## config.mk

```make
export PLATFORM = sky130hd
export DESIGN_NAME = mem_access_ctrl
export DESIGN_NICKNAME = d
export VERILOG_FILES = /design/src/rtl/cpu_pkg.sv /design/src/rtl/mem_timeout_cnt.sv /design/src/rtl/mem_access_ctrl.sv
export SDC_FILE = /design/constraint.sdc
export NUM_CORES = 1
export LEC_CHECK = 0
export CAP_MARGIN = 20
export CORE_MARGIN = 2
export CORE_UTILIZATION = 55
export CTS_BUF_LIST = sky130_fd_sc_hd__clkbuf_4 sky130_fd_sc_hd__clkbuf_8 sky130_fd_sc_hd__clkbuf_16
export DETAILED_ROUTE_END_ITERATION = 10
export DONT_BUFFER_PORTS = 1
export MAX_ROUTING_LAYER = met4
export PLACE_DENSITY = 0.73
export SETUP_SLACK_MARGIN = 0.4
export SYNTH_ARGS = -nofsm -noshare
export SYNTH_HDL_FRONTEND = slang
export SYNTH_HIERARCHICAL = 1
export SYNTH_SLANG_ARGS = --single-unit
```

## constraint.sdc

```tcl
create_clock -name clk -period 1.5 [get_ports clk]
set_input_delay 0.3 -clock clk [delete_from_list [all_inputs] [get_ports clk]]
set_output_delay 0.3 -clock clk [all_outputs]
set_load 0.02 [all_outputs]
```

## src/rtl/cpu_pkg.sv

```systemverilog
// Shared CPU definitions: status codes seen by the freeze logic
// and the state encoding of the data-memory access controller.
package cpu_pkg;

    // Status codes published to the pipeline freeze logic.
    // FREE lets the pipeline advance, STALL holds it, and any
    // other code leaves the previous freeze decision in place.
    localparam logic [2:0] ST_FREE  = 3'b000;
    localparam logic [2:0] ST_STALL = 3'b111;
    localparam logic [2:0] ST_ERR   = 3'b101;

    // Access controller FSM states.
    typedef enum logic [1:0] {
        S_IDLE = 2'd0,
        S_WAIT = 2'd1,
        S_DONE = 2'd2,
        S_ERR  = 2'd3
    } mac_state_t;

endpackage

```

## src/rtl/mem_timeout_cnt.sv

```systemverilog
// WAIT-cycle watchdog for mem_access_ctrl.
// Ports: clk, rst (async, active-low), clr (restart count), en (count
// this cycle), expire (this counted cycle is the LIMIT-th one).
module mem_timeout_cnt #(
    parameter int unsigned LIMIT = 255,
    parameter int unsigned CNT_W = 8
) (
    input  logic clk,
    input  logic rst,
    input  logic clr,
    input  logic en,
    output logic expire
);

    logic [CNT_W-1:0] cnt;

    always_ff @(posedge clk or negedge rst) begin
        if (!rst) begin
            cnt <= '0;
        end else if (clr) begin
            cnt <= '0;
        end else if (en) begin
            cnt <= cnt + CNT_W'(1);
        end
    end

    // The count holds the number of WAIT edges already taken, so the
    // edge that would bring it to LIMIT is the expiring one.
    assign expire = en && (cnt == CNT_W'(LIMIT - 1));

endmodule

```

## src/rtl/mem_access_ctrl.sv

```systemverilog
// Data-memory access controller: one CPU read/write at a time over a
// req/ack memory handshake, with a 3-bit status for the freeze logic.
// Ports: clk, rst (async, active-low); CPU side rd_en, wr_en, addr,
// wdata, rdata, rdata_valid, state; memory side mem_req, mem_we,
// mem_addr, mem_wdata, mem_ack, mem_rdata.
// Build option: define MEMCTL_TIMEOUT_EN to abort a WAIT that lasts
// TIMEOUT_CYC cycles without ack (state shows ST_ERR for one cycle).
module mem_access_ctrl
    import cpu_pkg::*;
#(
    parameter int unsigned ADDR_W      = 32,
    parameter int unsigned DATA_W      = 32,
    parameter int unsigned TIMEOUT_CYC = 255,
    parameter int unsigned CNT_W       = 8
) (
    input  logic              clk,
    input  logic              rst,
    input  logic              rd_en,
    input  logic              wr_en,
    input  logic [ADDR_W-1:0] addr,
    input  logic [DATA_W-1:0] wdata,
    output logic [DATA_W-1:0] rdata,
    output logic              rdata_valid,
    output logic [2:0]        state,
    output logic              mem_req,
    output logic              mem_we,
    output logic [ADDR_W-1:0] mem_addr,
    output logic [DATA_W-1:0] mem_wdata,
    input  logic              mem_ack,
    input  logic [DATA_W-1:0] mem_rdata
);

    mac_state_t st;
    logic       accept;
    logic       timeout_hit;

    assign accept = (st == S_IDLE) && (rd_en || wr_en);

`ifdef MEMCTL_TIMEOUT_EN
    mem_timeout_cnt #(
        .LIMIT (TIMEOUT_CYC),
        .CNT_W (CNT_W)
    ) u_tmo (
        .clk    (clk),
        .rst    (rst),
        .clr    (accept),
        .en     (st == S_WAIT),
        .expire (timeout_hit)
    );
`else
    // No watchdog: WAIT lasts until ack and the ERR path is dead.
    assign timeout_hit = 1'b0;

    logic unused_cfg;
    assign unused_cfg = ^{TIMEOUT_CYC[0], CNT_W[0]};
`endif

    always_ff @(posedge clk or negedge rst) begin
        if (!rst) begin
            st          <= S_IDLE;
            state       <= ST_FREE;
            mem_req     <= 1'b0;
            mem_we      <= 1'b0;
            mem_addr    <= '0;
            mem_wdata   <= '0;
            rdata       <= '0;
            rdata_valid <= 1'b0;
        end else begin
            rdata_valid <= 1'b0;
            unique case (st)
                S_IDLE: begin
                    if (accept) begin
                        mem_addr  <= addr;
                        mem_wdata <= wdata;
                        // A write wins when both enables are high.
                        mem_we    <= wr_en;
                        mem_req   <= 1'b1;
                        state     <= ST_STALL;
                        st        <= S_WAIT;
                    end
                end
                S_WAIT: begin
                    // Ack beats a timeout expiring on the same edge.
                    if (mem_ack) begin
                        if (!mem_we) begin
                            rdata       <= mem_rdata;
                            rdata_valid <= 1'b1;
                        end
                        mem_req <= 1'b0;
                        state   <= ST_FREE;
                        st      <= S_DONE;
                    end else if (timeout_hit) begin
                        mem_req <= 1'b0;
                        state   <= ST_ERR;
                        st      <= S_ERR;
                    end
                end
                S_DONE: begin
                    // CPU requests here belong to the completed access.
                    state <= ST_FREE;
                    st    <= S_IDLE;
                end
                S_ERR: begin
                    state <= ST_FREE;
                    st    <= S_IDLE;
                end
                default: begin
                    state   <= ST_FREE;
                    mem_req <= 1'b0;
                    st      <= S_IDLE;
                end
            endcase
        end
    end

endmodule
```

Word-level counts from Yosys, hierarchy flattened
Index checks and enable logic that the tools add are counted.

Bits in registers: 104. Bits of input ports: 101. Output and inout bits: 102. Logic and storage cells: 35.

Eq/ne operators: 5. Mux-type cells: 12. Bitwise logic cells: 1. Reductions and logical operators: 9.

Operator list (count): $pmux W3 S3 (1); $mux W3 (2); $pmux W2 S3 (1); $reduce_and A3 Y1 (2); $mux W1 (5); $eq A2 B2 Y1 const B (2); $mux W2 (2); $ne A2 B2 Y1 const B (2); $reduce_and A2 Y1 (2); $eq A2 B1 Y1 const B (1); $logic_not A2 Y1 (1); $pmux W1 S2 (1); $reduce_bool A2 Y1 (1); $reduce_or A2 Y1 (1); $logic_and A1 B1 Y1 (1); $logic_or A1 B1 Y1 (1); $not A1 Y1 (1).

Longest topological paths before layout
Gate-level depths: netlist (run 1).

Depth after elaboration: 4. Depth in mapped cells: 5. Gate-level depth less buffers: 3.

Worst setup path before layout (run 1)
No wires, ideal clock.

Kind: reg-to-reg. Start point: reg, netlist name state[1]. End point: reg mem_addr[0]. Setup time: 125 ps. Arrival: 1325 ps. Required time: 1375 ps. Slack: 50 ps. Stages on the path, launching flop included: 6. Path buffers: 2. Period minus slack after synthesis: 1450 ps. Cells stage by stage: dfrtp_1 > nor2_2 > o21a_4 > buf_8 > buf_12 > mux2_4.

RTL lines: to (signal assigned) (RTL line mem_access_ctrl.sv:73) `mem_addr <= addr;`; to (decl) (RTL line mem_access_ctrl.sv:27) `output logic [ADDR_W-1:0] mem_addr,`.

==> results of run 1 <==
through the flow:
step,utilization (%),setup slack [ns],cells
2_1_floorplan,-,0.07669,222
3_3_place_gp,57.98,0.07527,319
3_5_place_dp,57.98,0.04325,319
4_1_cts,64.17,0.04145,342
5_1_grt,66.73,-0.01897,352
6_report,66.73,0.03712,352
cells by family after synthesis:
kind of cell           after synthesis
muxes                               96
and+or+nand+nor                      8
buffers and inverters               13
DFF                                101
AOI/OAI and AO/OA                    4
worst max-delay path, stage by stage (launching register included):
cell and delay, ns:
dfrtp_2 0.44, nor2_4 0.10, o21a_4 0.19, buf_4 0.14
buf_12 0.13, mux2_2 0.34
cell usage in the layout (no fill, tap or decap), drive strengths merged:
cell type / instances
dfrtp: 101
mux2: 96
buf: 24
clkbuf: 16
clkinvlp: 2
nand2: 2
nor3: 2
nor2: 2
a211oi: 1
o21a: 1
nand2b: 1
nor2b: 1
a211o: 1
a22o: 1
bufinv: 1
clkinv: 1
final timing paths:
path,from,to,cells after the start
max,state[1],mem_wdata[31],5
min,rst,mem_addr[9],0
max reg2reg,state[1],mem_wdata[31],5
min reg2reg,mem_wdata[9],mem_wdata[9],1
max in group asynchronous,rst,mem_wdata[13],0
min in group clk,mem_ack,state[1],1
power by group:
part,total [mW],switching (mW),internal (mW),leakage (nW)
clock,1.64,0.845,0.798,0.0922
combinational,3.02,0.883,2.14,0.819
sequential,7.03,2.69,4.34,1.09
synthesized netlist by cell type:
cell / number
nand2b_1: 1
mux2_1: 1
a211o_1: 1
nand2_1: 2
nor2b_1: 1
buf_2: 1
nor3_4: 1
mux2_2: 46
dfrtp_1: 101
nor2_1: 1
nor2_2: 1
o21a_4: 1
buf_4: 6
buf_8: 1
a22o_1: 1
mux2_4: 49
a211oi_1: 1
nor3_1: 1
buf_12: 5
routing by layer:
layer / routed length, um / global-route usage [%] / vias to the layer above
met1: 2865 / 20.74 / 973
met4: 99 / 6.154 / 0
li1: - / - / 826
met5: 0 / - / -
met2: 4117 / 32.39 / 112
met3: 671 / 7.209 / 11
sequential cells by signal, summed over array words and instances (netlist names):
register and flops:
mem_addr 32, mem_req 1, mem_wdata 32, mem_we 1, rdata 32, rdata_valid 1, st 1, state 1
layout make-up:
class | instances | area [sq um]
Timing Repair Buffer | 29 | 445.4
Multi-Input combinational cell | 108 | 1379
Fill cell | 475 | 2387
Tap cell | 99 | 123.9
Sequential cell | 101 | 2651
Clock inverter | 4 | 50.05
Clock buffer | 11 | 138.9
what timing repair did:
action	in CTS	in global routing
pin swaps	0	0
resized for setup	94	15
gates cloned	3	5
endpoints found under the setup margin	199	201
setup buffers	5	5
hold endpoints to repair	101	101
==> results.txt, run 1 <==
Pins over their slew limit -> 0
CTS root buffer -> clkbuf_8
Fin crit share -> 97.53%
Register area share after synthesis -> 62.42%
Wirelength per Cell -> 22.03 um
Die X -> 89.80 um
Final setup viols -> 0
PD cells -> 2442 nW/um^2
# port buffers -> 0
RSZ-0062 raised after global routing -> true
Number of CTS-inserted buffers -> 9
Number of antenna diodes -> 0
Mapped Area -> 4049 sq um
First-pass GRT wire length -> 11610 um
Mapped Nets -> 323
Largest family of logic cells by synthesized area -> multiplexers
Initial antenna violation count -> 0
Worst-Skew Late Latency -> 0.34 ns
Top post-synthesis cells by area -> dfrtp_1, mux2_4, mux2_2, buf_12, buf_4
Area of the core -> 7176 sq um
Critical path endpoint category -> flip-flop
Complex-gate fraction of the synthesized area -> 0.9889%
Worst path arrival time -> 1.69 ns
DRC -> 0
Max-slew headroom -> 85.70%
Hold crit path type -> input pin to asynchronous set/reset pin
WS Path Type -> flip-flop to flip-flop
Die area -> 8064 sq um
Final Net Count -> 350
Synth Area in XOR/XNOR -> 0%
Crit path max fanout -> 9
Largest net degree at the start of global routing -> 102
Synth area leader -> dfrtp_1
DRT Pass-1 Iters -> 4
Max-capacitance violation count -> 0
Clk_skew -> 0.01018 ns
Clock sink count -> 101
Num ports -> 203
Cells after Synth -> 222
Global route overflow -> 0
Finished Cell Area -> 4788 sq um
CTS clk-pin slew, worst paths -> 0.09 ns
Reg2Reg Setup Slack -> 0.04 ns
Leak -> 1.998 nW
Detailed Route Iter0 Violations -> 50
Final hold vios -> 101
Min cycle time layout -> 1.463 ns
Vias in the first global route -> 2057
Yosys warns -> 6
Synth cell types -> 19
Total chip power -> 11.69 mW
Min Hold Slack -> -0.3611 ns
Final GP Congestion -> 0.7497
Placed Area -> 4160 sq um
Routed via count -> 1922
Die height -> 89.80 um
Post-DP HPWL -> 5123 um
Worst Max-Slew Pin Slew -> 0.2132 ns
Syn Area/Cell -> 18.24 sq um
Htree depth -> 3
Initial Utilization -> 56.43%
Antenna Violating Nets Remaining -> 0
P&R area growth vs syn -> 18.26%
Setup TNS -> 0 ns
Status -> finished with violations
Yosys reg bits -> 101
Post-synthesis mux area share -> 31.24%
Req. time, crit path -> 1.72 ns
Share of cells above drive strength 1 -> 95.65%
Startpoint types -> flip-flop
CTS tree -> done
Worst VDD drop -> 1.035 mV
Tot GR Track Use -> 19.03%
WL final -> 7754 um
Fmax -> 0.6836 GHz
Failing checks -> hold timing
Clock buffer depth -> 2
Synth top area share -> 62.42%
Site Rows -> 31
DR vias/cell -> 5.460
Synth Area in Adders -> 0%
Synth Area in Simple Gates -> 1.267%
No activity file was read; power rests on OpenSTA's default activity.
==> inputs of run 2 (changes only) <==
--- a/config.mk
+++ b/config.mk
@@ -6,7 +6,6 @@
 export NUM_CORES = 1
 export LEC_CHECK = 0
 export CAP_MARGIN = 20
-export CORE_MARGIN = 2
 export CORE_UTILIZATION = 55
 export CTS_BUF_LIST = sky130_fd_sc_hd__clkbuf_4 sky130_fd_sc_hd__clkbuf_8 sky130_fd_sc_hd__clkbuf_16
 export DETAILED_ROUTE_END_ITERATION = 10
@@ -18,3 +17,4 @@
 export SYNTH_HDL_FRONTEND = slang
 export SYNTH_HIERARCHICAL = 1
 export SYNTH_SLANG_ARGS = --single-unit
+export TNS_END_PERCENT = 30
==> results.txt, run 2 (same netlist as run 1, synthesis figures left out) <==
Hold crit path type -> input pin to asynchronous set/reset pin
Num ports -> 203 (unchanged)
Failing checks -> hold timing
Worst-Skew Late Latency -> 0.34 ns (about the same)
Min Hold Slack -> -0.3682 ns (-0.007081 ns)
Final Util -> 66.25% (-0.48 points)
Worst path arrival time -> 1.67 ns (-0.02 ns)
CTS root buffer -> clkbuf_8
Final setup viols -> 0 (unchanged)
Site Rows -> 30 (-3.2%)
Clock buffer depth -> 2 (unchanged)
Final Net Count -> 342 (-2.3%)
GRT busiest layer -> met2
DRT Pass-1 Iters -> 3 (-1)
CP cell instances -> buf_4, nor3_4, buf_12, mux2_2
Routed via count -> 1917 (-0.26%)
Worst Max-Slew Pin Slew -> 0.2822 ns (+0.06891 ns)
Clk_skew -> 0.007522 ns (-0.002658 ns)
WS Path Type -> flip-flop to flip-flop
PD cells -> 2468 nW/um^2 (+1.1%)
Tot GR Track Use -> 18.72% (-0.31 points)
Pins over their slew limit -> 0 (unchanged)
Die X -> 87.80 um (-2.2%)
# port buffers -> 0 (unchanged)
WL final -> 7496 um (-3.3%)
Commonest cells after routing, fill and taps aside -> dfrtp_1, mux2_4, mux2_2, clkbuf_8
Number of CTS-inserted buffers -> 9 (unchanged)
Max-slew headroom -> 81.19% (-4.5 points)
Total chip power -> 11.35 mW (-2.9%)
GR Layer Usage met1 -> 23.06% (+2.3 points)
P&R area growth vs syn -> 13.63%
Area of the core -> 6944 sq um (-3.2%)
Fillers -> 486 (+2.3%)
Multi-input logic area -> 1416 sq um (+2.7%)
Final GP Congestion -> 0.6891 (-8.1%)
Final hold vios -> 101 (unchanged)
CTS clk-pin slew, worst paths -> 0.10 ns (about the same)
Critical path endpoint category -> flip-flop
Fmax -> 0.6929 GHz (+1.4%)
Post-place setup slack -> 0.05167 ns (+0.008423 ns)
Share of cells above drive strength 1 -> 56.10% (-40 points)
Largest net degree at the start of global routing -> 102 (unchanged)
Clock sink count -> 101 (unchanged)
CP bufs+invs -> 2 (unchanged)
Initial antenna violation count -> 0 (unchanged)
Worst VDD drop -> 1.222 mV (+18%)
RSZ-0062 raised after global routing -> true
Max-capacitance violation count -> 0 (unchanged)
DRC -> 0 (unchanged)
Post-DP HPWL -> 5090 um (-0.63%)
Met2 Usage GRT -> 27.55% (-4.8 points)
Global route overflow -> 0 (unchanged)
DR vias/cell -> 5.605 (+2.7%)
Die area -> 7709 sq um (-4.4%)
Status -> finished with violations
Largest registers -> mem_addr x32, mem_wdata x32, rdata x32
Wirelength per Cell -> 21.92 um (-0.50%)
Startpoint types -> flip-flop
Vias in the first global route -> 1936 (-5.9%)
Setup TNS -> 0 ns (unchanged)
CTS tree -> done
Leak -> 2.083 nW (+4.3%)
Largest stage delay, worst path -> 0.42 ns (-0.02 ns)
Min cycle time layout -> 1.443 ns (-0.01964 ns)
Die height -> 87.80 um (-2.2%)
Req. time, crit path -> 1.73 ns (about the same)
Htree depth -> 3 (unchanged)
Crit-path leading delay family -> flip-flops
Number of antenna diodes -> 0 (unchanged)
Crit path max fanout -> 33 (+24)
Register area -> 2530 sq um (-4.6%)
Most common cell after layout, fill and taps aside -> dfrtp_1
Met3 usage -> 7.446% (+0.24 points)
Fin worst setup slack -> 0.05675 ns (+0.01964 ns)
Antenna Violating Nets Remaining -> 0 (unchanged)
First-pass GRT wire length -> 10290 um (-11%)
Initial Utilization -> 58.31% (+1.9 points)
Fin crit share -> 96.22% (-1.3 points)
Crit-path slowest cell -> dfrtp_1
Detailed Route Iter0 Violations -> 33 (-34%)
## run 2: layout make-up
cell class              instances  area share, %
well taps                      96          2.611
repair buffers                 21          7.370
flip-flops and latches        101          54.99
multi-input cells             108          30.79
clock buffers                  10          2.856
clock inverters                 6          1.387
## run 2: power breakdown
part           switching, mW  leakage [nW]  internal, mW
Sequential              2.68          1.18          4.06
Combinational          0.844         0.803          2.10
Clock                  0.888        0.0957         0.788
Total                   4.41          2.08          6.94
## run 2: worst reg2reg max path: cells and delay by family, from the launching register on
kind | cells | cell delay (ns)
flops | 1 | 0.42
buf+inv | 2 | 0.39
mux | 1 | 0.38
simple gates | 1 | 0.14
## run 2: final timing paths
kind / from / endpoint / slack [ns] / depth (start not counted)
setup / recovery: st[1] / rdata[18] / 0.06 / 4
hold / removal: rst / mem_addr[5] / -0.37 / 0
setup reg to reg: st[1] / rdata[18] / 0.06 / 4
hold reg to reg: st[1] / st[1] / 0.63 / 2
max in group asynchronous: rst / state[1] / 1.72 / 0
min in group clk: mem_ack / state[1] / 0.04 / 1
## run 2: timing repair
action / 4_1_cts / 5_1_grt
setup endpoints to repair: 199 / 199
gates cloned: 0 / 5
hold endpoints to repair: 101 / 101
pin swaps: 0 / 0
resized for setup: 1 / 19
setup buffers: 1 / 4
## run 2: routing by layer
| metal | part of all wire, % | vias to the layer above |
|---|---|---|
| li1 | - | 811 |
| met1 | 41 | 975 |
| met4 | 0 | 0 |
| met3 | 12 | 0 |
| met2 | 48 | 131 |
| met5 | 0 | - |
## run 2: metrics by stage
step	area [sq um]	instances
CTS	4360	333
floorplan	4070	222
detailed placement	4154	316
global route	4601	342
finish	4601	342
global placement	4154	316
==> inputs of run 3 (changes only) <==
--- a/config.mk
+++ b/config.mk
@@ -10,6 +10,7 @@
 export CTS_BUF_LIST = sky130_fd_sc_hd__clkbuf_4 sky130_fd_sc_hd__clkbuf_8 sky130_fd_sc_hd__clkbuf_16
 export DETAILED_ROUTE_END_ITERATION = 10
 export DONT_BUFFER_PORTS = 1
+export HOLD_SLACK_MARGIN = 0.06
 export MAX_ROUTING_LAYER = met4
 export PLACE_DENSITY = 0.73
 export SETUP_SLACK_MARGIN = 0.4
==> results.txt, run 3 (same netlist as run 1, synthesis figures left out) <==
Most common cell after layout, fill and taps aside -> dfrtp_1
Multi-input logic area -> 1416 sq um (unchanged)
Combinational Power Share -> 25.9% (about the same)
Cts hold-fix bufs -> 1
CTS clk-pin slew, worst paths -> 0.10 ns (about the same)
DR vias/cell -> 5.621 (+0.28%)
Worst path arrival time -> 1.67 ns (about the same)
Die X -> 87.80 um (unchanged)
Tot GR Track Use -> 18.72% (unchanged)
Min cycle time layout -> 1.441 ns (-0.002522 ns)
Status -> finished with violations
Finished Cell Area -> 4611 sq um (+0.22%)
# port buffers -> 0 (unchanged)
Final setup viols -> 0 (unchanged)
Post-DP HPWL -> 5090 um (unchanged)
DRT Pass-1 Iters -> 3 (unchanged)
Largest net degree at the start of global routing -> 102 (unchanged)
Die area -> 7709 sq um (unchanged)
Die height -> 87.80 um (unchanged)
Met2 Usage GRT -> 27.63% (+0.070 points)
Antenna Violating Nets Remaining -> 0 (unchanged)
P&R area growth vs syn -> 13.88%
Met3 usage -> 6.975% (-0.47 points)
Fmax -> 0.6941 GHz (+0.18%)
Commonest cells after routing, fill and taps aside -> dfrtp_1, mux2_4, mux2_2, clkbuf_8
Wirelength per Cell -> 21.87 um (-0.24%)
Vias in the first global route -> 1942 (+0.31%)
Clock share of power -> 14.8% (about the same)
WL final -> 7500 um (about the same)
CTS tree -> done
Detailed Route Iter0 Violations -> 26 (-21%)
Placed Area -> 4154 sq um (unchanged)
Req. time, crit path -> 1.73 ns (about the same)
Final Net Count -> 343 (+0.29%)
Final hold vios -> 101 (unchanged)
Number of CTS-inserted buffers -> 9 (unchanged)
Pins over their slew limit -> 0 (unchanged)
Critical path endpoint category -> flip-flop
Clk_skew -> 0.007568 ns (+0.00004579 ns)
Max-slew headroom -> 81.19% (unchanged)
Hold crit path type -> input pin to asynchronous set/reset pin
First-pass GRT wire length -> 10300 um (+0.14%)
Clock buffer depth -> 2 (unchanged)
Min Hold Slack -> -0.3681 ns (+0.00002300 ns)
WS Path Type -> flip-flop to flip-flop
PD cells -> 2463 nW/um^2 (-0.19%)
Worst VDD drop -> 1.223 mV (about the same)
Htree depth -> 3 (unchanged)
P_sw -> 4.413 mW (about the same)
Crit path max fanout -> 33 (unchanged)
Initial antenna violation count -> 0 (unchanged)
Fillers -> 485 (-0.21%)
GR Layer Usage met1 -> 23.31% (+0.25 points)
Site Rows -> 30 (unchanged)
Num ports -> 203 (unchanged)
Failing checks -> hold timing
DRC -> 0 (unchanged)
Fin worst setup slack -> 0.05928 ns (+0.002522 ns)
Switching Share -> 38.86% (about the same)
Largest registers -> mem_addr x32, mem_wdata x32, rdata x32
Max-capacitance violation count -> 0 (unchanged)
Global route overflow -> 0 (unchanged)
Leak -> 2.088 nW (+0.20%)
Clock sink count -> 101 (unchanged)
RSZ-0062 raised after global routing -> true
Sequential share of power -> 59.3% (about the same)
Routed via count -> 1928 (+0.57%)
Startpoint types -> flip-flop
Int Power -> 6.942 mW (about the same)
Share of cells above drive strength 1 -> 55.87% (-0.23 points)
Final GP Congestion -> 0.6891 (unchanged)
Final Util -> 66.40% (+0.14 points)
Register area -> 2530 sq um (unchanged)
Number of antenna diodes -> 0 (unchanged)
Area of the core -> 6944 sq um (unchanged)
GRT busiest layer -> met2
Worst Max-Slew Pin Slew -> 0.2822 ns (unchanged)
Worst-Skew Late Latency -> 0.34 ns (about the same)
CTS root buffer -> clkbuf_8
Fin crit share -> 96.05% (-0.17 points)
Post-place setup slack -> 0.05167 ns (unchanged)
Setup TNS -> 0 ns (unchanged)
Initial Utilization -> 58.31% (unchanged)
## run 3: stage by stage
step | total power, mW | instances
global route | 11.87 | 343
CTS | 11.02 | 334
finish | 11.36 | 343
detailed placement | 9.308 | 316
global placement | 9.200 | 316
floorplan | 8.775 | 222
## run 3: critical path, stage by stage, from the launching register on
cell and delay, ns:
dfrtp_1 0.42, buf_4 0.16, nor3_4 0.14, buf_12 0.23, mux2_2 0.36
## run 3: layout make-up
| class | instances | area share (%) |
|---|---|---|
| Sequential cell | 101 | 54.87 |
| Multi-Input combinational cell | 108 | 30.72 |
| Timing Repair Buffer | 22 | 7.571 |
| Clock buffer | 10 | 2.849 |
| Tap cell | 96 | 2.605 |
| Clock inverter | 6 | 1.384 |
## run 3: power groups by stage
stage	sequential, mW	combinational [mW]	clock [mW]
detailed placement	6.77	2.53	0
CTS	6.75	2.56	1.71
global route	6.90	3.14	1.83
global placement	6.76	2.44	0
floorplan	6.47	2.31	0
finish	6.74	2.94	1.68
## run 3: worst paths after layout
| kind | start | end | slack (ns) | cells past startpoint |
|---|---|---|---|---|
| min in group clk | mem_rdata[5] | rdata[5] | 0.09 | 1 |
| hold / removal | rst | mem_addr[5] | -0.37 | 0 |
| setup / recovery | st[1] | rdata[18] | 0.06 | 4 |
| max in group asynchronous | rst | mem_we | 1.71 | 0 |
| setup reg to reg | st[1] | rdata[18] | 0.06 | 4 |
| hold reg to reg | st[1] | st[1] | 0.63 | 2 |
## run 3: layer usage
metal  part of all wire (%)  up-vias
li1                       -      813
met4                      0        0
met5                      0        -
met1                     41      984
met2                     48      131
met3                     11        0
## run 3: timing repair
action                                  CTS  global route
hold endpoints to repair                102           101
resized for setup                         1            19
buffers inserted                          1             4
pin swaps                                 0             0
endpoints found under the setup margin  199           199
gates cloned                              0             5
